**src/rtl/fetch_align_buffer.sv**
```systemverilog
// Instruction fetch front end: fetches aligned words and re-aligns them into a
// halfword queue so 16-bit and misaligned 32-bit instructions reach decode.
module fetch_align_buffer #(
    parameter logic [31:0] RESET_PC = 32'h0000_0000
) (
    input  logic        clk,
    input  logic        rst,
    input  logic        flush_i,
    input  logic [31:0] flush_pc_i,
    output logic        imem_req_o,
    output logic [31:0] imem_addr_o,
    input  logic        imem_ready_i,
    input  logic        imem_rvalid_i,
    input  logic [31:0] imem_rdata_i,
    output logic        instr_valid_o,
    input  logic        instr_ready_i,
    output logic [31:0] instr_o,
    output logic [31:0] instr_pc_o,
    output logic        instr_compressed_o
);

    typedef enum logic [1:0] {
        IDLE = 2'd0,
        REQ  = 2'd1,
        WAIT = 2'd2
    } state_t;

    localparam logic [31:0] RESET_FETCH = {RESET_PC[31:2], 2'b00};
    localparam logic [31:0] RESET_PC_HW = {RESET_PC[31:1], 1'b0};

    state_t      state_reg;
    logic [47:0] queue_reg;
    logic [1:0]  hw_cnt_reg;
    logic [31:0] pc_reg;
    logic [31:0] fetch_addr_reg;
    logic        discard_low_reg;
    logic        drop_resp_reg;

    logic        is_rvc;
    logic        pop;
    logic        append;
    logic [1:0]  pop_n;
    logic [1:0]  app_n;
    logic [1:0]  cnt_pop;
    logic [1:0]  cnt_next;
    logic [47:0] queue_shift;
    logic [47:0] queue_next;

    assign is_rvc             = (queue_reg[1:0] != 2'b11);
    assign instr_valid_o      = is_rvc ? (hw_cnt_reg != 2'd0) : (hw_cnt_reg >= 2'd2);
    assign instr_compressed_o = (hw_cnt_reg != 2'd0) && is_rvc;
    assign instr_o            = (hw_cnt_reg == 2'd0) ? 32'h0 :
                                is_rvc ? {16'h0, queue_reg[15:0]} : queue_reg[31:0];
    assign instr_pc_o         = pc_reg;
    assign imem_req_o         = (state_reg == REQ);
    assign imem_addr_o        = fetch_addr_reg;

    // A consume coinciding with a flush is ignored, as is any response being dropped.
    assign pop      = instr_valid_o && instr_ready_i && !flush_i;
    assign pop_n    = !pop ? 2'd0 : (is_rvc ? 2'd1 : 2'd2);
    assign cnt_pop  = hw_cnt_reg - pop_n;
    assign append   = (state_reg == WAIT) && imem_rvalid_i && !drop_resp_reg && !flush_i;
    assign app_n    = !append ? 2'd0 : (discard_low_reg ? 2'd1 : 2'd2);
    assign cnt_next = cnt_pop + app_n;

    assign queue_shift = queue_reg >> {pop_n, 4'b0000};

    // Pop first, then new halfwords land right after the surviving entries.
    for (genvar gi = 0; gi < 3; gi++) begin : gen_slot
        localparam logic [1:0] SLOT = 2'(gi);
        logic [15:0] slot_next;

        always_comb begin
            slot_next = queue_shift[16*gi +: 16];
            if (append && cnt_pop == SLOT) begin
                slot_next = discard_low_reg ? imem_rdata_i[31:16] : imem_rdata_i[15:0];
            end else if (append && !discard_low_reg && (cnt_pop + 2'd1) == SLOT) begin
                slot_next = imem_rdata_i[31:16];
            end
        end

        assign queue_next[16*gi +: 16] = slot_next;
    end

    always_ff @(posedge clk or posedge rst) begin
        if (rst) begin
            state_reg       <= IDLE;
            queue_reg       <= '0;
            hw_cnt_reg      <= 2'd0;
            pc_reg          <= RESET_PC_HW;
            fetch_addr_reg  <= RESET_FETCH;
            discard_low_reg <= RESET_PC[1];
            drop_resp_reg   <= 1'b0;
        end else if (flush_i) begin
            hw_cnt_reg      <= 2'd0;
            pc_reg          <= {flush_pc_i[31:1], 1'b0};
            fetch_addr_reg  <= {flush_pc_i[31:2], 2'b00};
            discard_low_reg <= flush_pc_i[1];
            case (state_reg)
                WAIT: begin
                    if (imem_rvalid_i) begin
                        state_reg     <= REQ;
                        drop_resp_reg <= 1'b0;
                    end else begin
                        drop_resp_reg <= 1'b1;
                    end
                end
                REQ: begin
                    // A request accepted in this very cycle still returns data; drop it.
                    if (imem_ready_i) begin
                        state_reg     <= WAIT;
                        drop_resp_reg <= 1'b1;
                    end
                end
                default: state_reg <= REQ;
            endcase
        end else begin
            queue_reg  <= queue_next;
            hw_cnt_reg <= cnt_next;
            if (pop) begin
                pc_reg <= pc_reg + {29'd0, pop_n, 1'b0};
            end
            case (state_reg)
                IDLE: begin
                    if (cnt_pop <= 2'd1) begin
                        state_reg <= REQ;
                    end
                end
                REQ: begin
                    if (imem_ready_i) begin
                        fetch_addr_reg <= fetch_addr_reg + 32'd4;
                        state_reg      <= WAIT;
                    end
                end
                WAIT: begin
                    if (imem_rvalid_i) begin
                        if (drop_resp_reg) begin
                            drop_resp_reg <= 1'b0;
                            state_reg     <= REQ;
                        end else begin
                            discard_low_reg <= 1'b0;
                            state_reg       <= (cnt_next <= 2'd1) ? REQ : IDLE;
                        end
                    end
                end
                default: state_reg <= IDLE;
            endcase
        end
    end

endmodule

```
**config.mk**
```make
export PLATFORM = sky130hd
export DESIGN_NAME = fetch_align_buffer
export DESIGN_NICKNAME = d
export VERILOG_FILES = /design/src/rtl/fetch_align_buffer.sv
export SDC_FILE = /design/constraint.sdc
export NUM_CORES = 1
export LEC_CHECK = 0
export ABC_CLOCK_PERIOD_IN_PS = 4400
export CAP_MARGIN = 0
export CORE_MARGIN = 5
export CORE_UTILIZATION = 46
export DETAILED_ROUTE_END_ITERATION = 16
export PLACE_DENSITY_LB_ADDON = 0.08
export SETUP_SLACK_MARGIN = 0.2
export SYNTH_ARGS = -nofsm -noshare
export SYNTH_HDL_FRONTEND = slang
export SYNTH_SLANG_ARGS = --single-unit
```
**constraint.sdc**
```tcl
create_clock -name clk -period 4.4 [get_ports clk]
set_input_delay 1.32 -clock clk [delete_from_list [all_inputs] [get_ports clk]]
set_output_delay 1.32 -clock clk [all_outputs]
set_load 0.05 [all_outputs]
```
Word-level counts from Yosys, hierarchy flattened
Cells that the tools add are included.
{"block": "word_totals", "out_inout_bits": 99, "ff_bits": 118, "inputBits": 70, "word_cells": 97}
{"block": "op_classes", "n_shift": 1, "n_reduce_logical": 31, "eq_ne": 11, "mux": 39, "addsub": 5, "order_cmp": 3}
{"operator": "2-to-1 mux 32 bit", "count": 7}
{"operator": "2-to-1 mux 16 bit", "count": 7}
{"operator": "right shift 48 x 6 -> 48 bit", "count": 1}
{"operator": "adder 32 x 3 -> 32 bit", "count": 1}
{"operator": "adder 32 x 3 -> 32 bit, second input constant", "count": 1}
{"operator": "2-to-1 mux 2 bit", "count": 10}
{"operator": "nonzero test 2 bit", "count": 7}
{"operator": "logical AND 1 bit", "count": 13}
{"operator": "2-to-1 mux 1 bit", "count": 12}
{"operator": "zero test 2 bit", "count": 4}
{"operator": "equality test 2 x 1 -> 1 bit, second input constant", "count": 3}
{"operator": "equality test 2 bit, second input constant", "count": 3}
{"operator": "!= test 2 bit, second input constant", "count": 3}
{"operator": "case mux 2 bit (3 select lines)", "count": 1}
{"operator": "<= comparator 2 x 1 -> 1 bit, second input constant", "count": 2}
{"operator": "case mux 2 bit (2 select lines)", "count": 1}
{"operator": "AND reduction 2 bit", "count": 2}
{"operator": "AND reduction 4 bit", "count": 1}
{"operator": "zero test 1 bit", "count": 3}
{"operator": "!= test 3 x 2 -> 1 bit, second input constant", "count": 1}
{"operator": "!= test 3 bit, second input constant", "count": 1}
{"operator": "AND reduction 3 bit", "count": 1}
{"operator": "adder 2 x 1 -> 2 bit, second input constant", "count": 1}
{"operator": "adder 2 bit", "count": 1}
{"operator": "other kinds (3)", "count": 3}

Logic depth before layout (Yosys ltp)
Gate-level depths: netlist of the first run.
{"block": "depth", "word_depth": 13, "depth_mapped": 12, "depth_no_buf": 8}

Worst setup path before layout of the first run
OpenSTA, ideal clock, no wires.
{"block": "synth_timing", "path_kind": "in2reg", "startpoint": "input flush_i", "endpoint": "register queue_reg[10]", "path_buffers": 5, "setup_ns": 0.138, "setup_slack_ns": 0.497, "path_stages": 12, "t_required_ns": 4.262, "arrival_ns": 3.765, "path_cell_list": "buf_2 > nor2b_1 > and2_1 > clkbuf_1 > ha_1 > clkbuf_1 > nor3_1 > o21ai_1 > buf_2 > a31oi_4 > buf_2 > o221ai_1"}
{"block": "synth_via", "elab_chain_len": 9, "elab_cells_between_ends": 14, "cone_classes": "add/sub (2); shift (1); mux (3); reduce/logical (8)"}
{"item": "from (decl)", "line_no": "8", "text": "input logic flush_i,"}
{"item": "zero test 1 bit", "line_no": "59, 62"}
{"item": "logical AND 1 bit", "line_no": "59", "text": "assign pop = instr_valid_o && instr_ready_i && !flush_i;"}
{"item": "2-to-1 mux 2 bit", "line_no": "60", "text": "assign pop_n = !pop ? 2'd0 : (is_rvc ? 2'd1 : 2'd2);"}
{"item": "subtractor 2 bit", "line_no": "61", "text": "assign cnt_pop = hw_cnt_reg - pop_n;"}
{"item": "adder 2 x 1 -> 2 bit", "line_no": "77", "text": "end else if (append && !discard_low_reg && (cnt_pop + 2'd1) == SLOT) begin"}
{"item": "zero test 2 bit", "line_no": "77"}
{"item": "logical AND 1 bit", "line_no": "77"}
{"item": "2-to-1 mux 16 bit", "line_no": "77"}
{"item": "2-to-1 mux 16 bit", "line_no": "75", "text": "if (append && cnt_pop == SLOT) begin"}
{"item": "to (signal assigned)", "line_no": "118", "text": "queue_reg <= queue_next;"}
{"item": "to (decl)", "line_no": "32", "text": "logic [47:0] queue_reg;"}
Several ways; a longest one is shown, not always the timed one.
A chain may end at the register's enable or synchronous reset.

Final worst setup path of the first run
{"block": "layout_timing", "startpoint": "input instr_ready_i", "endpoint": "register pc_reg[29] (netlist: instr_pc_o[29])"}
{"block": "layout_via", "elab_chain_len": 6, "elab_cells_between_ends": 7, "cone_classes": "add/sub (1); mux (3); reduce/logical (3)"}
{"item": "from (decl)", "line_no": "16", "text": "input logic instr_ready_i,"}
{"item": "logical AND 1 bit * (2 in series)", "line_no": "59"}
{"item": "2-to-1 mux 2 bit", "line_no": "60"}
{"item": "adder 32 x 3 -> 32 bit", "line_no": "121", "text": "pc_reg <= pc_reg + {29'd0, pop_n, 1'b0};"}
{"item": "2-to-1 mux 32 bit", "line_no": "120", "text": "if (pop) begin"}
{"item": "2-to-1 mux 32 bit", "line_no": "94", "text": "end else if (flush_i) begin"}
{"item": "to (signal assigned)", "line_no": "96", "text": "pc_reg <= {flush_pc_i[31:1], 1'b0};"}
{"item": "to (signal assigned)", "line_no": "121"}
{"item": "to (decl)", "line_no": "34", "text": "logic [31:0] pc_reg;"}
Every way passes the cells marked *; elsewhere a longest branch is shown, timed or not. The select of a mux whose other input is x is not followed.

==> impl_metrics.toml, run 1 <==
[outcome]
status = "finished clean"

[clock_network]
cts_sinks = 115
cts_buffers = 17
clk_latency_ns = 0.42
path_clk_slew_ns = 0.05
cts_buffer_depth = 2
postCtsSetupBuffers = 0
clockRootBuffer = "clkbuf_16"
cts_tree = "done"
cts_hold_buf = 0
h-tree-depth = 4
cts.repair.resized = 0

[critical_path]
start_kind = "primary input"
cp_slowest_cell = "clkdlybuf4s50_1"
rr_startpoint = "hw_cnt_reg[1]"
cp_cell_sequence = "clkdlybuf4s50_1 > nand4b_1 > nor2_1 > fa_1 > and3_1 > o211ai_1 > nor4_1 > xnor2_1 > mux2_2"
endpoint_kind = "flip-flop"
critPathMaxStageDelay_ns = 0.65
critPathMaxFanout = 9
r2r-end = "queue_reg[27]"
critPathKind = "in -> reg"
r2r_cells = 8
arrival_ns = 4.09
cp.required_ns = 4.70
ff2ff_setup_slack_ns = 1.30
startpoint = "instr_ready_i"

[cells_and_area]
area_growth_syn_to_layout_pct = 33.7
multi_input_area_um2 = 4150
largest_reg_flops = 48
layout-drive-gt1-share_pct = 17.2
finish.utilization_pct = 62.6
instances_no_fill = 1163
seqCellArea_um2 = 2880
fillerInstances = 1319
n_antenna_cell = 0
nets = 1014

[power]
p_leak_nw = 4.18
seqPwrFrac_pct = 37.7
switching_share_pct = 35.2
ir_drop_mv = 0.277
p_total_mw = 4.11
switchingPower_mw = 1.45
power_density_nw_per_um2 = 415
combPwrFrac_pct = 30.7
p_clk_share_pct = 31.6
intPower_mw = 2.66

[drt]
vias_per_cell = 5.73
drtIter0Drc = 375
dr.pass1.iters = 5
drc_errors = 0
wl_per_cell_um = 19.6
drtAntennaViolNets = 0
drt-total-wl_um = 22800
via_count = 6668

[grt]
grt_max_degree = 49
top_usage_layer = "met2"
track_usage_pct = 25.0
grt_pass1_wl_um = 36700
gr-total-overflow = 0
globalRouteMet2Util_pct = 40.8
antenna_found_initial = 0
grt_use_met3_pct = 6.84
grtUsageMet1_pct = 31.8
grt_pass1_vias = 6817

[synthesis]
ys_ff_latch = 115
ys.warnings.count = 0
async_reset_ff_share_pct = 100
ys_seq_area_share_pct = 38.8
ys_types = 74
synth_area_um2 = 7410
synthFlopType = "dfrtp_1"
synthCells = 770
synth_edf_count = 0
postSynthAreaPerCell_um2 = 9.62

[die]
num_rows = 46
die_y_um = 137
die_area_um2 = 18700
initial_utilization_pct = 46.8
die_x_um = 137
ios = 169
core_area_um2 = 15800

[worst_hold_path]
holdPathEnd = "queue_reg[18]"
holdPathStages = 1
holdCritPathClass = "reg -> reg"
min_from = "queue_reg[18]"

[flow_run]
cap_viol_max_count = 0

[placed_design]
gp_congestion = 0.887
dpl.cell_count = 1132
hpwlAfterDp_um = 15900
portBuffers = 164

[timing]
hold_viol = 0
worstMarginPinSlew_ns = 0.938
fmax_ghz = 0.264
report.final.slew_viol_count = 0
period_share_pct = 86.0
fin_skew_ns = 0.00561
slew_headroom_pct = 37.5
setup_tns_ns = 0
final.min_clock_period_ns = 3.79
setup_viol = 0
rsz0062_at_grt = "no"
==> Yosys cell counts, types with 16 or more instances <==
master	number	area share (%)
a22o_1	16	1.9
a22oi_1	18	1.8
and2_1	18	1.5
and3_1	25	2.1
clkbuf_1	29	1.5
dfrtp_1	115	39
inv_1	49	2.5
mux2_2	54	8.2
mux2i_1	31	4.2
nand2_1	69	3.5
nor2_1	45	2.3
nor3_1	19	1.3
o211ai_1	18	1.8
o21ai_0	18	1.2
o221ai_1	16	1.9
xnor2_1	22	2.6
xor2_1	29	3.4
==> cells in the final DEF, fill, tap and decap left out, types with 17 or more instances in the layout <==
master             n
a22oi_1           18
and2_1            18
and3_1            25
buf_4             37
clkbuf_16         17
clkdlybuf4s50_1  148
dfrtp_1          115
inv_1             47
mux2_2            54
mux2i_1           31
nand2_1           69
nor2_1            45
nor3_1            18
o211ai_1          18
o21ai_0           18
xnor2_1           22
xor2_1            29
==> how the worst max path moves through the flow <==
stage,endpoint,slack [ns],cells past startpoint
final,instr_pc_o[29],0.61,9
after global placement,instr_pc_o[27],0.24,9
after CTS,instr_pc_o[27],0.66,9
after floorplan,queue_reg[10],0.50,12
after global routing,instr_pc_o[27],0.32,9
after detailed placement,instr_pc_o[27],0.24,9
==> area by class of cell <==
class                      instances  share of cell area, %
inverter                          49                   1.89
tap                              216                   2.73
multi-input combinational        561                   41.8
timing repair buffer             191                   19.0
clock inverter                     5                  0.505
clock buffer                      26                   5.04
sequential                       115                   29.0
==> critical path, delay by kind of cell <==
kind,cells,cell delay [ns]
AND/OR/NAND/NOR,4,1.11
buffers and inverters,1,0.65
AO/OA/AOI/OAI,1,0.37
adder cells (fa/ha/maj),1,0.27
multiplexers,1,0.26
XOR/XNOR,1,0.10
==> power groups by stage <==
stage | Combinational [mW] | Sequential (mW) | Clock [mW]
floorplan | 0.659 | 1.72 | 0
detailed placement | 1.26 | 1.56 | 0
finish | 1.26 | 1.55 | 1.30
global placement | 1.23 | 1.54 | 0
global route | 1.37 | 1.59 | 1.37
CTS | 1.27 | 1.54 | 1.32
==> metrics by stage <==
| stage | hold WS [ns] | worst slack [ns] | instance area (µm²) |
|---|---|---|---|
| global placement | 0.498 | 0.239 | 9360 |
| global route | 0.542 | 0.317 | 9910 |
| floorplan | 0.464 | 0.497 | 7420 |
| CTS | 0.514 | 0.655 | 9910 |
| detailed placement | 0.501 | 0.237 | 9360 |
| finish | 0.508 | 0.614 | 9910 |
==> per-layer routing <==
layer	part of all wire [%]	vias up
li1	-	3108
met1	42	3263
met2	48	254
met3	7.3	43
met4	2.4	0
met5	0	-
==> cells by family (layout without fill, tap and decap cells) <==
logic type                 Yosys count  after routing  synth area share (%)
buffers and inverters               96            271                  5.54
adders and majority gates            9              9                  1.62
AOI/OAI and AO/OA                  155            155                  16.0
DFF                                115            115                  38.8
muxes                               86             86                  12.5
other                                1              3                0.0506
xor gates and xnor gates            51             51                  6.03
and+or+nand+nor                    257            257                  19.4
Power figures use the tool's default switching activity.
==> run 2: changes to the inputs <==
--- a/config.mk
+++ b/config.mk
@@ -5,10 +5,10 @@
 export SDC_FILE = /design/constraint.sdc
 export NUM_CORES = 1
 export LEC_CHECK = 0
-export ABC_CLOCK_PERIOD_IN_PS = 4400
+export ABC_CLOCK_PERIOD_IN_PS = 4300
 export CAP_MARGIN = 0
 export CORE_MARGIN = 5
-export CORE_UTILIZATION = 46
+export CORE_UTILIZATION = 51
 export DETAILED_ROUTE_END_ITERATION = 16
 export PLACE_DENSITY_LB_ADDON = 0.08
 export SETUP_SLACK_MARGIN = 0.2
==> constraint.sdc (replaced) <==
create_clock -name clk -period 4.3 [get_ports clk]
set_input_delay 1.29 -clock clk [delete_from_list [all_inputs] [get_ports clk]]
set_output_delay 1.29 -clock clk [all_outputs]
set_load 0.05 [all_outputs]
==> run 2 against run 1 <==
Against the previous run: power rose by 4.2%; via count increased by 0.67%; register-to-register slack worse by 0.05 ns; die area decreased by 9.1%; design area is 1.6% higher; clock skew about the same; sequential cell count unchanged; global-route usage increased by 1.4 points; combinational power hardly changed; worst setup slack got worse by 0.11 ns; first-iteration DRC count up 38%; sequential share of layout area down 0.45 points.
==> impl_metrics.toml, run 2 (synthesis gave the netlist of run 1 again) <==
[clock_network]
postCtsSetupBuffers = 0
cts_tree = "done"
clk_latency_ns = 0.41
cts_buffers = 17
cts.repair.resized = 0
path_clk_slew_ns = 0.05
cts_hold_buf = 0
clockRootBuffer = "clkbuf_16"
cts_sinks = 115
cts_buffer_depth = 2
h-tree-depth = 4

[cells_and_area]
largest_reg_flops = 48
nets = 1014
multi_input_area_um2 = 4150
instances_no_fill = 1131
final_common_cell = "clkdlybuf4s50_1"
n_antenna_cell = 0
area_growth_syn_to_layout_pct = 35.8
fillerInstances = 1065
seqCellArea_um2 = 2880
layout_common_cells = "clkdlybuf4s50_1, dfrtp_1, nand2_1"
layout-drive-gt1-share_pct = 17.2

[critical_path]
critPathKind = "in -> reg"
cp_cell_sequence = "clkdlybuf4s50_1 > nor2b_1 > and3_1 > fa_1 > and3_1 > o211ai_1 > nor4_1 > xnor2_1 > mux2_2"
endpoint_kind = "flip-flop"
critPathMaxStageDelay_ns = 0.59
critical_path.top_delay_family = "simple AND/OR/NAND/NOR gates"
ff2ff_setup_slack_ns = 1.25
cpMostUsedCell = "and3_1"
worstPathBufferInverterCount = 1
cp_slowest_cell = "clkdlybuf4s50_1"
cp.required_ns = 4.60
start_kind = "primary input"
arrival_ns = 4.09
critPathMaxFanout = 7

[timing]
worstMarginPinSlew_ns = 0.986
hold_viol = 0
finalHoldWorstSlack_ns = 0.502
rsz0062_at_grt = "no"
fmax_ghz = 0.263
period_share_pct = 88.3
report.final.slew_viol_count = 0
slew_headroom_pct = 34.3
final.min_clock_period_ns = 3.80
setup_viol = 0
setup_tns_ns = 0
fin_skew_ns = 0.00542

[grt]
globalRouteMet2Util_pct = 44.6
antenna_found_initial = 0
track_usage_pct = 26.4
grt_max_degree = 75
grt_use_met3_pct = 6.34
top_usage_layer = "met2"
grt_pass1_wl_um = 35400
gr-total-overflow = 0
grtUsageMet1_pct = 32.8
grt_pass1_vias = 6996

[die]
die_y_um = 131
initial_utilization_pct = 51.6
die_area_um2 = 17000
num_rows = 44
core_area_um2 = 14400
ios = 169
die_x_um = 131

[drt]
dr.pass1.iters = 5
via_count = 6713
wl_per_cell_um = 19.5
drc_errors = 0
drt-total-wl_um = 22100
drtAntennaViolNets = 0
drtIter0Drc = 518
vias_per_cell = 5.94

[flow_run]
cap_viol_max_count = 0

[worst_hold_path]
holdCritPathClass = "reg -> reg"

[outcome]
status = "finished clean"

[placed_design]
dpl.cell_count = 1100
gp_congestion = 0.878
portBuffers = 164
hpwlAfterDp_um = 15400

[power]
power_density_nw_per_um2 = 426
ir_drop_mv = 0.271
p_leak_nw = 4.23
==> run 2: changes by cell type in the layout (fill, tap and decap cells not counted), sizes merged <==
cell and change:
clkinv -2, bufinv +1, clkbuf +1
==> run 2: path summary, 6_finish.rpt <==
kind | startpoint | end | cells past startpoint
max | instr_ready_i | instr_pc_o[29] | 9
min | queue_reg[17] | queue_reg[17] | 1
max reg2reg | queue_reg[1] | instr_pc_o[29] | 9
min reg2reg | queue_reg[17] | queue_reg[17] | 1
max in group asynchronous | rst | imem_addr_o[30] | 3
min in group asynchronous | rst | imem_addr_o[7] | 2
==> run 2: routing by layer <==
metal / vias up / part of all wire [%]
met5: - / 0
met4: 0 / 2.5
met3: 54 / 8.0
met2: 299 / 49
met1: 3243 / 41
li1: 3117 / -
==> run 2: report_power, final <==
group          switching (mW)  internal [mW]  leakage [nW]
Sequential              0.238           1.35          1.35
Clock                   0.481          0.925         0.287
Combinational           0.759          0.533          2.59
Total                    1.48           2.81          4.23
==> run 2: area by class of cell <==
| type | count | area share, % |
|---|---|---|
| multi-input combinational | 561 | 41.2 |
| sequential | 115 | 28.6 |
| timing repair buffer | 191 | 20.3 |
| clock buffer | 27 | 5.10 |
| tap | 184 | 2.29 |
| inverter | 49 | 1.86 |
| clock inverter | 4 | 0.696 |
==> run 2: metrics by stage <==
step	util (%)	total power [mW]	cell area [µm²]	setup WS, ns
floorplan	-	2.43	7420	0.427
global placement	66.0	2.83	9480	0.182
detailed placement	66.0	2.89	9480	0.133
CTS	70.1	4.29	10100	0.541
global route	70.1	4.49	10100	0.295
finish	70.1	4.29	10100	0.503
==> run 2: worst reg2reg max path, cell delays in order (launching register included) <==
cell	delay (ns)
dfrtp_1	0.46
a2bb2oi_2	0.34
buf_4	0.30
and3_1	0.20
fa_1	0.21
and3_1	0.29
o211ai_1	0.36
nor4_1	0.41
xnor2_1	0.10
mux2_2	0.27
